### config.mk
export PLATFORM = sky130hd
export DESIGN_NAME = ps2_receiver
export DESIGN_NICKNAME = d
export VERILOG_FILES = /design/src/rtl/ps2_pkg.sv /design/src/rtl/ps2_sync_edge.sv /design/src/rtl/ps2_receiver.sv
export SDC_FILE = /design/constraint.sdc
export NUM_CORES = 1
export LEC_CHECK = 0
export ABC_AREA = 1
export CORE_UTILIZATION = 58
export DETAILED_ROUTE_END_ITERATION = 10
export PLACE_DENSITY = 0.95
export SLEW_MARGIN = 20
export SYNTH_ARGS = -nofsm -noshare
export SYNTH_HDL_FRONTEND = slang
export SYNTH_HIERARCHICAL = 1
export SYNTH_SLANG_ARGS = --single-unit
### constraint.sdc
create_clock -name clk -period 2.3 [get_ports clk]
set_input_delay 0.23 -clock clk [delete_from_list [all_inputs] [get_ports clk]]
set_output_delay 0.23 -clock clk [all_outputs]
set_load 0.03 [all_outputs]
### src/rtl/ps2_pkg.sv
// PS/2 receive path shared definitions: FSM encodings, frame geometry, break code.
// Latency: n/a (types and constants only).
// Backpressure: n/a.
`timescale 1ns/1ps
package ps2_pkg;

    typedef enum logic [3:0] {
        IDLE   = 4'b0001,
        DATA   = 4'b0010,
        PARITY = 4'b0100,
        STOP   = 4'b1000
    } state_t;

    localparam int          PS2_DATA_BITS = 8;
    localparam logic [7:0]  PS2_BREAK     = 8'hF0;

endpackage

### src/rtl/ps2_sync_edge.sv
// Synchronises ps2_clk/ps2_data into clk and strobes fall on each ps2_clk falling edge.
// Latency: SYNC_STAGES+1 clk cycles from raw falling edge to fall strobe.
// Backpressure: none; fall is a one-cycle strobe with d_sync valid alongside it.
`timescale 1ns/1ps
module ps2_sync_edge #(
    parameter int SYNC_STAGES = 3
) (
    input  logic clk,
    input  logic rst,
    input  logic ps2_clk,
    input  logic ps2_data,
    output logic fall,
    output logic d_sync
);

    logic [SYNC_STAGES-1:0] clk_sr;
    logic [SYNC_STAGES-1:0] dat_sr;
    logic                   clk_d;

    // Reset to the idle-high bus level so release never looks like an edge.
    always_ff @(posedge clk or negedge rst) begin
        if (!rst) begin
            clk_sr <= '1;
            dat_sr <= '1;
            clk_d  <= 1'b1;
        end else begin
            clk_sr <= {clk_sr[SYNC_STAGES-2:0], ps2_clk};
            dat_sr <= {dat_sr[SYNC_STAGES-2:0], ps2_data};
            clk_d  <= clk_sr[SYNC_STAGES-1];
        end
    end

    assign fall   = clk_d & ~clk_sr[SYNC_STAGES-1];
    assign d_sync = dat_sr[SYNC_STAGES-1];

endmodule

### src/rtl/ps2_receiver.sv
// Deframes PS/2 keyboard frames into rx_data with rx_valid/parity_err/frame_err pulses; optional stall timeout via PS2_RX_TIMEOUT_EN.
// Latency: pulses assert the cycle after the stop-bit fall strobe.
// Backpressure: none; every pulse is one cycle and must be taken when seen.
`timescale 1ns/1ps
module ps2_receiver
    import ps2_pkg::*;
#(
    parameter int SYNC_STAGES    = 3,
    parameter int TIMEOUT_CYCLES = 50000,
    parameter int TO_W           = 16
) (
    input  logic       clk,
    input  logic       rst,
    input  logic       ps2_clk,
    input  logic       ps2_data,
    output logic [7:0] rx_data,
    output logic       rx_valid,
    output logic       parity_err,
    output logic       frame_err,
    output logic [7:0] frame_cnt
);

    if (SYNC_STAGES < 2 || SYNC_STAGES > 4) begin : g_bad_sync
        $error("ps2_receiver: SYNC_STAGES must be 2..4");
    end
    if (TO_W < 31 && (64'(1) << TO_W) <= 64'(TIMEOUT_CYCLES)) begin : g_bad_to_w
        $error("ps2_receiver: TO_W too narrow for TIMEOUT_CYCLES");
    end

    logic fall;
    logic d_sync;

    ps2_sync_edge #(
        .SYNC_STAGES (SYNC_STAGES)
    ) u_sync_edge (
        .clk      (clk),
        .rst      (rst),
        .ps2_clk  (ps2_clk),
        .ps2_data (ps2_data),
        .fall     (fall),
        .d_sync   (d_sync)
    );

    state_t     state_q, state_n;
    logic [2:0] bit_cnt_q, bit_cnt_n;
    logic [7:0] shift_q, shift_n;
    logic       par_ok_q, par_ok_n;
    logic [7:0] rx_data_n, frame_cnt_n;
    logic       rx_valid_n, parity_err_n, frame_err_n;

`ifdef PS2_RX_TIMEOUT_EN
    logic [TO_W-1:0] to_cnt_q, to_cnt_n;
    logic            timeout_hit;

    assign timeout_hit = (state_q != IDLE) && (to_cnt_q == TO_W'(TIMEOUT_CYCLES - 1));

    always_ff @(posedge clk or negedge rst) begin
        if (!rst) to_cnt_q <= '0;
        else      to_cnt_q <= to_cnt_n;
    end
`endif

    always_ff @(posedge clk or negedge rst) begin
        if (!rst) begin
            state_q    <= IDLE;
            bit_cnt_q  <= '0;
            shift_q    <= '0;
            par_ok_q   <= 1'b0;
            rx_data    <= '0;
            rx_valid   <= 1'b0;
            parity_err <= 1'b0;
            frame_err  <= 1'b0;
            frame_cnt  <= '0;
        end else begin
            state_q    <= state_n;
            bit_cnt_q  <= bit_cnt_n;
            shift_q    <= shift_n;
            par_ok_q   <= par_ok_n;
            rx_data    <= rx_data_n;
            rx_valid   <= rx_valid_n;
            parity_err <= parity_err_n;
            frame_err  <= frame_err_n;
            frame_cnt  <= frame_cnt_n;
        end
    end

    always_comb begin
        state_n      = state_q;
        bit_cnt_n    = bit_cnt_q;
        shift_n      = shift_q;
        par_ok_n     = par_ok_q;
        rx_data_n    = rx_data;
        frame_cnt_n  = frame_cnt;
        rx_valid_n   = 1'b0;
        parity_err_n = 1'b0;
        frame_err_n  = 1'b0;
`ifdef PS2_RX_TIMEOUT_EN
        to_cnt_n     = (fall || state_q == IDLE || timeout_hit) ? '0 : to_cnt_q + 1'b1;
`endif

        if (fall) begin
            unique case (state_q)
                IDLE: begin
                    // A high start bit is a line glitch, not a framing error.
                    if (!d_sync) begin
                        state_n   = DATA;
                        bit_cnt_n = '0;
                    end
                end
                DATA: begin
                    shift_n   = {d_sync, shift_q[7:1]};
                    bit_cnt_n = bit_cnt_q + 3'd1;
                    if (bit_cnt_q == 3'(PS2_DATA_BITS - 1)) state_n = PARITY;
                end
                PARITY: begin
                    par_ok_n = ^{shift_q, d_sync};
                    state_n  = STOP;
                end
                STOP: begin
                    state_n = IDLE;
                    if (!d_sync) begin
                        frame_err_n = 1'b1;
                    end else if (!par_ok_q) begin
                        parity_err_n = 1'b1;
                    end else begin
                        rx_data_n   = shift_q;
                        rx_valid_n  = 1'b1;
                        frame_cnt_n = frame_cnt + 8'd1;
                    end
                end
                default: state_n = IDLE;
            endcase
        end
`ifdef PS2_RX_TIMEOUT_EN
        else if (timeout_hit) begin
            state_n     = IDLE;
            frame_err_n = 1'b1;
        end
`endif
    end

endmodule
==> impl_metrics.py, run 1 <==
metrics = {
    "status": {
        "status": "finished with violations",
        "violations": "hold timing",
    },
    "layout": {
        "fin_nets": 232,
        "fin_cells": 270,
        "fin_util_pct": 71.1,
        "drive_gt1_share_pct": 13.3,
        "area_delta_synth_final_pct": 17.0,
        "antenna_cells": 0,
        "fill_cells": 231,
    },
    "place": {
        "place_congestion": 0.824,
        "port_buffers": 22,
        "dpl.hpwl_um": 2000,
        "place_inst": 262,
    },
    "floorplan": {
        "die_h_um": 58.6,
        "rows": 20,
        "fp.dieW_um": 58.6,
        "start_util_pct": 60.8,
        "ioPinCount": 23,
        "dieArea_sq_um": 3430,
        "core_sq_um": 3050,
    },
    "route": {
        "avgViaCountPerCell": 4.84,
        "detail_route.first_pass.iterations": 5,
        "routed_wl_um": 2820,
        "drt_iter0_drc": 72,
        "num_vias": 1307,
        "postRouteAntennaNets": 0,
        "wl_per_cell_um": 10.4,
        "drc_errors": 0,
    },
    "sta": {
        "tightestPinTransition_ns": 0.865,
        "max-slew-margin-rel_pct": 42.3,
        "grt_setup_unrepaired": "false",
        "fin_setup_tns_ns": 0,
        "hold_violations": 19,
        "slew_viol_final": 0,
        "timing.final.crit_share_pct": 75.3,
        "finalSetupViolations": 0,
        "fin_skew_ns": 0.00893,
        "fin_hold_ws_ns": -0.00932,
        "fin_crit_ns": 1.73,
        "max_freq_mhz": 577,
    },
    "power": {
        "power_leakage_nw": 1.06,
        "vdd_drop_max_uv": 477,
        "powerDensity_nw_per_um2": 717,
    },
    "critical_path": {
        "cp_num_buf_inv": 1,
        "worstReg2RegEnd": "frame_cnt[6]$_DFFE_PN0P_",
        "max_stage_delay_ns": 0.71,
        "startpoint_type": "flip-flop",
        "crit_fanout": 4,
        "critPathCaptureType": "primary output",
        "setup.worst_path.end": "frame_cnt[5]",
        "rrSetupSlack_ns": 0.67,
        "r2r_start": "u_sync_edge/clk_d$_DFF_PN1_",
        "worstPathCellList": "clkdlybuf4s50_1",
        "rr_worst_depth": 9,
        "crit_path_top_delay_cell": "clkdlybuf4s50_1",
        "crit_type": "reg -> out",
        "cp-startpoint": "frame_cnt[5]$_DFFE_PN0P_",
        "crit_cells": 1,
        "required_ns": 2.07,
        "crit_family": "buffers and inverters",
        "arrival_ns": 1.50,
    },
    "grt": {
        "first_global_vias": 1239,
        "antenna_found_initial": 0,
        "gr-total-overflow": 0,
        "grt_util_met2_pct": 31.7,
        "grt_max_degree": 43,
        "grt_util_met1_pct": 26.1,
        "grt_use_total_pct": 20.1,
        "grt_pass1_wl_um": 5110,
        "grt-busiest-layer": "met2",
        "grt_use_met3_pct": 5.93,
    },
    "yosys": {
        "synth_nets": 205,
        "async_flop_share_pct": 100,
        "yosysTopAreaCell": "dfrtp_1",
        "synthTopCellsByArea": "dfrtp_1, nand2_1, dfstp_2",
        "synth_top_area_share_pct": 45.9,
        "postSynthCellCount": 198,
        "yosysWarnings": 6,
        "ys_ff_latch": 42,
        "syn-cell-area_sq_um": 1860,
        "yosysSeqAreaShare_pct": 57.2,
        "syn-mean-instance-area_sq_um": 9.37,
        "yosysUniqueCellTypes": 22,
        "ys.flop_type": "dfrtp_1",
        "synth_edf_count": 0,
    },
    "cts": {
        "hold_buffers": 0,
        "cts_tree": "done",
        "clockBufferDepth": 2,
        "post-cts-setup-buffers": 0,
        "cts_made_buffers": 5,
        "htreeDepth": 2,
        "cts-root-buf": "clkbuf_4",
        "clk_latency_ns": 0.34,
        "clkTransAtPathRegs_ns": 0.12,
        "cts_resized": 0,
        "cts_sinks": 42,
    },
    "min_path": {
        "hold_class": "in -> async",
    },
    "run": {
        "max_cap_viol_count": 0,
    },
}
worst register-to-register path, cell delays in order, from the launching register on:
cell	delay, ns
dfstp_2	0.54
inv_1	0.04
nor2_2	0.14
nand2_2	0.08
nor2_2	0.09
nand4_2	0.17
buf_4	0.26
inv_2	0.10
nand2_1	0.05
o21ai_0	0.07
where the power goes:
| group | switching [mW] | internal, mW | total (mW) |
|---|---|---|---|
| Clock | 0.222 | 0.147 | 0.370 |
| Sequential | 0.0680 | 0.822 | 0.890 |
| Combinational | 0.187 | 0.111 | 0.298 |
synthesized netlist by cell type (2+ instances only):
cell	n
inv_2	2
xnor2_1	3
inv_1	24
xor2_1	6
nand2_1	60
dfrtp_1	34
o21ai_0	24
nor3_1	2
nand3_1	9
buf_6	2
ha_1	3
dfstp_2	8
nor2_2	3
nor2_1	8
nand2_2	2
nor2_8	2
worst min-delay path by stage:
stage                                    start  slack (ns)                               to
3_3_place_gp   u_sync_edge/clk_sr[0]$_DFF_PN1_        0.35  u_sync_edge/clk_sr[1]$_DFF_PN1_
2_1_floorplan                              rst       -0.07         bit_cnt_q[0]$_DFFE_PN0P_
6_report                                   rst      -0.009         frame_cnt[3]$_DFFE_PN0P_
5_1_grt                                    rst        0.06         frame_cnt[3]$_DFFE_PN0P_
3_5_place_dp   u_sync_edge/dat_sr[1]$_DFF_PN1_        0.35  u_sync_edge/dat_sr[2]$_DFF_PN1_
4_1_cts                                    rst        0.01           shift_q[0]$_DFFE_PN0P_
cells by family (layout without fill, tap and decap cells):
family,after synthesis,in the layout,share of synthesized area [%]
compound gates,25,25,6.88
flops,42,42,57.2
xor+xnor,10,10,5.13
fa+ha+maj,3,3,2.02
buf+inv,29,57,6.68
simple gates,89,89,22.1
layer usage:
metal	share of wire [%]	vias up	wire, um
met5	0	-	0
met4	1.0	0	29
met3	3.4	2	95
met2	47	25	1330
met1	48	611	1350
li1	-	669	-
final cells by class:
class	instances	area (sq um)	area share [%]
well taps	44	55.1	2.54
clock buffers	6	51.3	2.36
repair buffers	23	223	10.3
inverters	26	97.6	4.50
flip-flops and latches	42	1060	48.9
multi-input cells	127	671	30.9
clock inverters	2	12.5	0.576
state kept, by name, indices dropped and copies added (netlist names):
name / flops
frame_cnt: 8
rx_data: 8
shift_q: 8
state_q: 4
bit_cnt_q: 3
u_sync_edge/clk_sr: 3
u_sync_edge/dat_sr: 3
frame_err: 1
par_ok_q: 1
parity_err: 1
rx_valid: 1
u_sync_edge/clk_d: 1
stage by stage:
step	hold WS (ns)	cell area (sq um)	total power, mW	setup slack (ns)
finish	-0.00932	2170	1.56	0.567
floorplan	-0.0656	1860	1.13	0.850
detailed placement	0.347	2110	1.20	0.710
global route	0.0636	2170	1.67	0.506
global placement	0.346	2110	1.19	0.782
CTS	0.0119	2170	1.57	0.556
placed cells by master (no fill, tap or decap), types with 5 or more instances in the layout:
cell and count:
clkdlybuf4s50_1 21, dfrtp_1 34, inv_1 24, nand3_1 9, nor2_1 8, o21ai_0 24, nand2_1 60, clkbuf_4 5
dfstp_2 8, xor2_1 6
(Power assumes the default switching activity.)
==> inputs of run 2 (changes only) <==
CORE_UTILIZATION = 54   (was 58)
PLACE_DENSITY = 0.9   (was 0.95)
clock period = 1.6 ns   (was 2.3 ns; I/O delays follow)
==> impl_metrics.py, run 2 (synthesized netlist as in run 1, its figures left out) <==
metrics = {
    "place": {
        "dpl.hpwl_um": 2340,
        "place_inst": 265,
        "place_area_sq_um": 2130,
        "place_congestion": 0.759,
        "port_buffers": 22,
    },
    "route": {
        "detail_route.first_pass.iterations": 5,
        "drc_errors": 0,
        "drt_iter0_drc": 58,
        "wl_per_cell_um": 13.3,
        "routed_wl_um": 3680,
        "avgViaCountPerCell": 5.10,
        "postRouteAntennaNets": 0,
        "num_vias": 1408,
    },
    "critical_path": {
        "crit_path_top_delay_cell": "dfstp_2",
        "critPathCaptureType": "flip-flop",
        "worstPathCellList": "inv_2 > nor2_4 > nand2_2 > nor2_4 > nand4_4 > nor2_2 > nand2_1 > xnor2_1",
        "required_ns": 1.88,
        "crit_type": "reg -> reg",
        "crit_family": "simple AND/OR/NAND/NOR gates",
        "arrival_ns": 1.93,
        "cp_num_buf_inv": 1,
        "cp_common_cell": "nor2_4",
        "crit_fanout": 5,
        "max_stage_delay_ns": 0.56,
        "startpoint_type": "flip-flop",
    },
    "layout": {
        "area_delta_synth_final_pct": 24.1,
        "largestRegisters": "frame_cnt (8), rx_data (8), shift_q (8)",
        "final_cell_mix": "nand2_1, dfrtp_1, inv_1, o21ai_0, clkdlybuf4s50_1",
        "drive_gt1_share_pct": 16.4,
        "final_common_cell": "nand2_1",
        "final_design_area_no_fill_sq_um": 2300,
        "antenna_cells": 0,
        "fill_cells": 235,
        "fin_cells": 276,
        "fin_nets": 238,
    },
    "cts": {
        "clkTransAtPathRegs_ns": 0.12,
        "cts_tree": "done",
        "htreeDepth": 2,
        "post-cts-setup-buffers": 0,
        "clk_latency_ns": 0.36,
        "cts-root-buf": "clkbuf_4",
        "clockBufferDepth": 2,
        "cts_sinks": 42,
        "cts_made_buffers": 5,
    },
    "sta": {
        "fin_setup_tns_ns": -0.0493,
        "tightestPinTransition_ns": 0.383,
        "fin_skew_ns": 0.0151,
        "grt_setup_unrepaired": "true",
        "slew_viol_final": 0,
        "max_freq_mhz": 606,
        "timing.final.crit_share_pct": 103,
        "hold_violations": 0,
        "fin_crit_ns": 1.65,
        "finalSetupViolations": 1,
        "fin_hold_ws_ns": 0.202,
        "setup_slack_ns": -0.0493,
        "max-slew-margin-rel_pct": 74.4,
    },
    "run": {
        "max_cap_viol_count": 0,
    },
    "floorplan": {
        "core_sq_um": 3150,
        "rows": 20,
        "die_h_um": 60.6,
        "fp.dieW_um": 60.6,
        "ioPinCount": 23,
        "dieArea_sq_um": 3670,
        "start_util_pct": 58.8,
    },
    "grt": {
        "antenna_found_initial": 0,
        "grt_pass1_wl_um": 5350,
        "first_global_vias": 1314,
        "gr-total-overflow": 0,
        "grt_max_degree": 20,
        "grt_use_total_pct": 20.8,
    },
    "power": {
        "powerDensity_nw_per_um2": 994,
        "power_leakage_nw": 1.20,
        "vdd_drop_max_uv": 895,
    },
    "min_path": {
        "hold_class": "in -> reg",
    },
    "status": {
        "violations": "setup timing",
        "status": "finished with violations",
    },
}
-- run 2: cell count changes in the layout (fill, tap and decap cells not counted), sizes merged --
| cell | change |
|---|---|
| clkinvlp | -1 |
| buf | +3 |
| dlymetal6s2s | +3 |
| clkdlybuf4s50 | -10 |
| dlygate4sd2 | +7 |
| clkbuf | +4 |
| inv | -1 |
| dlygate4sd3 | +1 |
-- run 2: metal layers --
metal / track usage, % / up-vias / part of all wire [%]
met1: 22.9 / 670 / 42
met3: 5.12 / 12 / 3.7
met5: 0 / - / 0
met2: 37.2 / 39 / 51
li1: - / 687 / -
met4: 10.7 / 0 / 3.4
-- run 2: cell type report --
cell class / count / area, sq um / area share (%)
clock buffers: 8 / 58.8 / 2.55
inverters: 26 / 110 / 4.78
multi-input cells: 127 / 701 / 30.4
flip-flops and latches: 42 / 1060 / 46.1
well taps: 44 / 55.1 / 2.39
repair buffers: 29 / 317 / 13.8
-- run 2: power by group --
group	switching [mW]	internal (mW)	leakage (nW)	total [mW]
clock network	0.325	0.217	0.0326	0.542
registers	0.102	1.18	0.554	1.28
logic	0.295	0.168	0.615	0.464
total	0.722	1.57	1.20	2.29
-- run 2: final timing paths --
check                                                      from  cells after the start                         endpoint  slack [ns]
min in group asynchronous                                   rst                      2         frame_cnt[3]$_DFFE_PN0P_        0.22
worst min register to register  u_sync_edge/clk_sr[0]$_DFF_PN1_                      0  u_sync_edge/clk_sr[1]$_DFF_PN1_        0.36
worst max register to register      u_sync_edge/clk_d$_DFF_PN1_                      8         frame_cnt[4]$_DFFE_PN0P_       -0.05
worst min-delay path                                   ps2_data                      1  u_sync_edge/dat_sr[0]$_DFF_PN1_        0.20
worst max-delay path                u_sync_edge/clk_d$_DFF_PN1_                      8         frame_cnt[4]$_DFFE_PN0P_       -0.05
max in group asynchronous                                   rst                      3  u_sync_edge/clk_sr[2]$_DFF_PN1_        0.79
-- run 2: timing repair --
action / CTS / global route
setup endpoints to repair: 8 / 16
cloned: 0 / 2
hold buffers: 1 / 0
gates resized for setup: 9 / 26
endpoints found under the hold margin: 14 / 0
-- run 2: per-stage QoR --
step / total power [mW] / worst slack [ns] / util, %
after floorplan: 1.62 / 0.150 / -
after global placement: 1.72 / 0.107 / 67.5
after detailed placement: 1.74 / 0.0131 / 67.5
after CTS: 2.29 / -0.00266 / 69.6
after global routing: 2.41 / -0.109 / 73.0
final: 2.29 / -0.0493 / 73.0
==> inputs of run 3 (changes only) <==
CORE_UTILIZATION = 49   (was 54)
PLACE_DENSITY = 0.87   (was 0.9)
clock period = 1.4 ns   (was 1.6 ns; I/O delays follow)
==> impl_metrics.py, run 3 (synthesized netlist as in run 1, its figures left out) <==
metrics = {
    "place": {
        "place_area_sq_um": 2170,
        "place_inst": 272,
        "port_buffers": 22,
        "place_congestion": 0.801,
        "dpl.hpwl_um": 2120,
    },
    "critical_path": {
        "crit_family": "flip-flops",
        "crit_fanout": 3,
        "worstReg2RegEnd": "frame_cnt[5]$_DFFE_PN0P_",
        "cp-startpoint": "u_sync_edge/clk_d$_DFF_PN1_",
        "critPathCaptureType": "flip-flop",
        "worstPathCellList": "inv_2 > nor2_4 > nand2_2 > nor2_4 > nand4_4 > buf_6 > nor2_8 > nand2_2 > xnor2_2",
        "rr_worst_depth": 9,
        "startpoint_type": "flip-flop",
        "required_ns": 1.59,
        "arrival_ns": 1.67,
        "max_stage_delay_ns": 0.53,
        "rrSetupSlack_ns": -0.08,
        "crit_path_top_delay_cell": "dfstp_2",
        "cp_num_buf_inv": 2,
        "r2r_start": "u_sync_edge/clk_d$_DFF_PN1_",
        "crit_type": "reg -> reg",
    },
    "floorplan": {
        "ioPinCount": 23,
        "core_sq_um": 3470,
        "start_util_pct": 53.5,
        "rows": 21,
        "fp.dieW_um": 63.5,
        "die_h_um": 63.5,
        "dieArea_sq_um": 4040,
    },
    "grt": {
        "grt_use_total_pct": 17.6,
        "antenna_found_initial": 0,
        "grt_util_met1_pct": 21.4,
        "grt-busiest-layer": "met2",
        "first_global_vias": 1316,
        "gr-total-overflow": 0,
        "grt_max_degree": 43,
        "grt_pass1_wl_um": 5500,
        "grt_util_met2_pct": 29.3,
        "grt_use_met3_pct": 4.53,
    },
    "power": {
        "pwr-share-comb_pct": 22.5,
        "p_clk_share_pct": 29.4,
        "p_int_mw": 2.12,
        "vdd_drop_max_uv": 1140,
        "p_sw_mw": 0.934,
        "power_leakage_nw": 1.25,
        "powerDensity_nw_per_um2": 1270,
        "p_seq_share_pct": 48.1,
        "finalPower_mw": 3.05,
        "sw_frac_of_total_pct": 30.6,
    },
    "sta": {
        "fin_skew_ns": 0.00757,
        "fin_crit_ns": 1.48,
        "setup_slack_ns": -0.0808,
        "grt_setup_unrepaired": "true",
        "tightestPinTransition_ns": 0.493,
        "finalSetupViolations": 6,
        "max-slew-margin-rel_pct": 67.1,
        "hold_violations": 0,
        "slew_viol_final": 0,
        "fin_setup_tns_ns": -0.186,
        "max_freq_mhz": 675,
        "timing.final.crit_share_pct": 106,
    },
    "route": {
        "drt_iter0_drc": 52,
        "postRouteAntennaNets": 0,
        "num_vias": 1397,
        "avgViaCountPerCell": 4.88,
        "wl_per_cell_um": 11.6,
        "drc_errors": 0,
        "detail_route.first_pass.iterations": 4,
        "routed_wl_um": 3310,
    },
    "cts": {
        "htreeDepth": 2,
        "cts-root-buf": "clkbuf_8",
        "clockBufferDepth": 2,
        "clk_latency_ns": 0.29,
        "cts_tree": "done",
        "cts_made_buffers": 5,
        "clkTransAtPathRegs_ns": 0.08,
        "cts_sinks": 42,
    },
    "layout": {
        "final_cell_mix": "nand2_1, dfrtp_1, inv_1, dlygate4sd2_1, o21ai_0",
        "final_design_area_no_fill_sq_um": 2400,
        "drive_gt1_share_pct": 23.8,
        "fin_util_pct": 69.2,
        "fin_cells": 286,
        "antenna_cells": 0,
        "final_common_cell": "nand2_1",
        "fin_nets": 246,
        "area_delta_synth_final_pct": 29.3,
        "largestRegisters": "frame_cnt (8), rx_data (8), shift_q (8)",
    },
    "min_path": {
        "holdPathEnd": "u_sync_edge/dat_sr[0]$_DFF_PN1_",
        "hold_class": "in -> reg",
        "hp-start": "ps2_data",
        "whs_path_depth": 1,
    },
    "status": {
        "violations": "setup timing",
        "status": "finished with violations",
    },
    "run": {
        "max_cap_viol_count": 0,
    },
}
[run 3: cell count changes in the layout (fill, tap and decap cells not counted), sizes merged, moves of 2 or more]
cell           change
clkdlybuf4s50      -9
buf                +9
clkbuf             -2
dlymetal6s2s       -3
dlygate4sd2       +12
[run 3: repair_timing]
item,CTS,global route
setup buffers,0,4
gates resized for setup,23,31
pin swaps,3,5
cloned,0,1
setup endpoints to repair,43,33
hold buffers,1,0
endpoints found under the hold margin,34,0
[run 3: routing by layer]
layer | share of wire [%] | up-vias
li1 | - | 703
met1 | 44 | 653
met2 | 51 | 36
met3 | 4.1 | 5
met4 | 1.1 | 0
met5 | 0 | -
[run 3: stage by stage]
| stage | hold slack, ns | setup slack, ns |
|---|---|---|
| after floorplan | -0.156 | -0.0501 |
| after global placement | 0.229 | -0.0272 |
| after detailed placement | 0.231 | -0.0798 |
| after CTS | 0.244 | -0.0706 |
| after global routing | 0.244 | -0.158 |
| final | 0.251 | -0.0808 |
[run 3: worst max path at each step]
stage	to	depth (start not counted)
2_1_floorplan	frame_cnt[5]$_DFFE_PN0P_	9
5_1_grt	frame_cnt[2]$_DFFE_PN0P_	8
4_1_cts	frame_cnt[5]$_DFFE_PN0P_	9
3_5_place_dp	frame_cnt[5]$_DFFE_PN0P_	9
3_3_place_gp	frame_cnt[5]$_DFFE_PN0P_	9
6_report	frame_cnt[5]$_DFFE_PN0P_	9
[run 3: cell type report]
type,instances,area [sq um]
fillers,266,1070
inverters,26,105
repair buffers,36,315
flip-flops and latches,42,1060
well taps,46,57.6
multi-input cells,128,749
clock buffers,8,110
[run 3: power by group through the flow]
stage	registers [mW]	clock network, mW	logic [mW]
global placement	1.48	0	0.506
finish	1.47	0.897	0.687
floorplan	1.46	0	0.397
detailed placement	1.48	0	0.529
CTS	1.47	0.910	0.538
global route	1.48	0.962	0.776
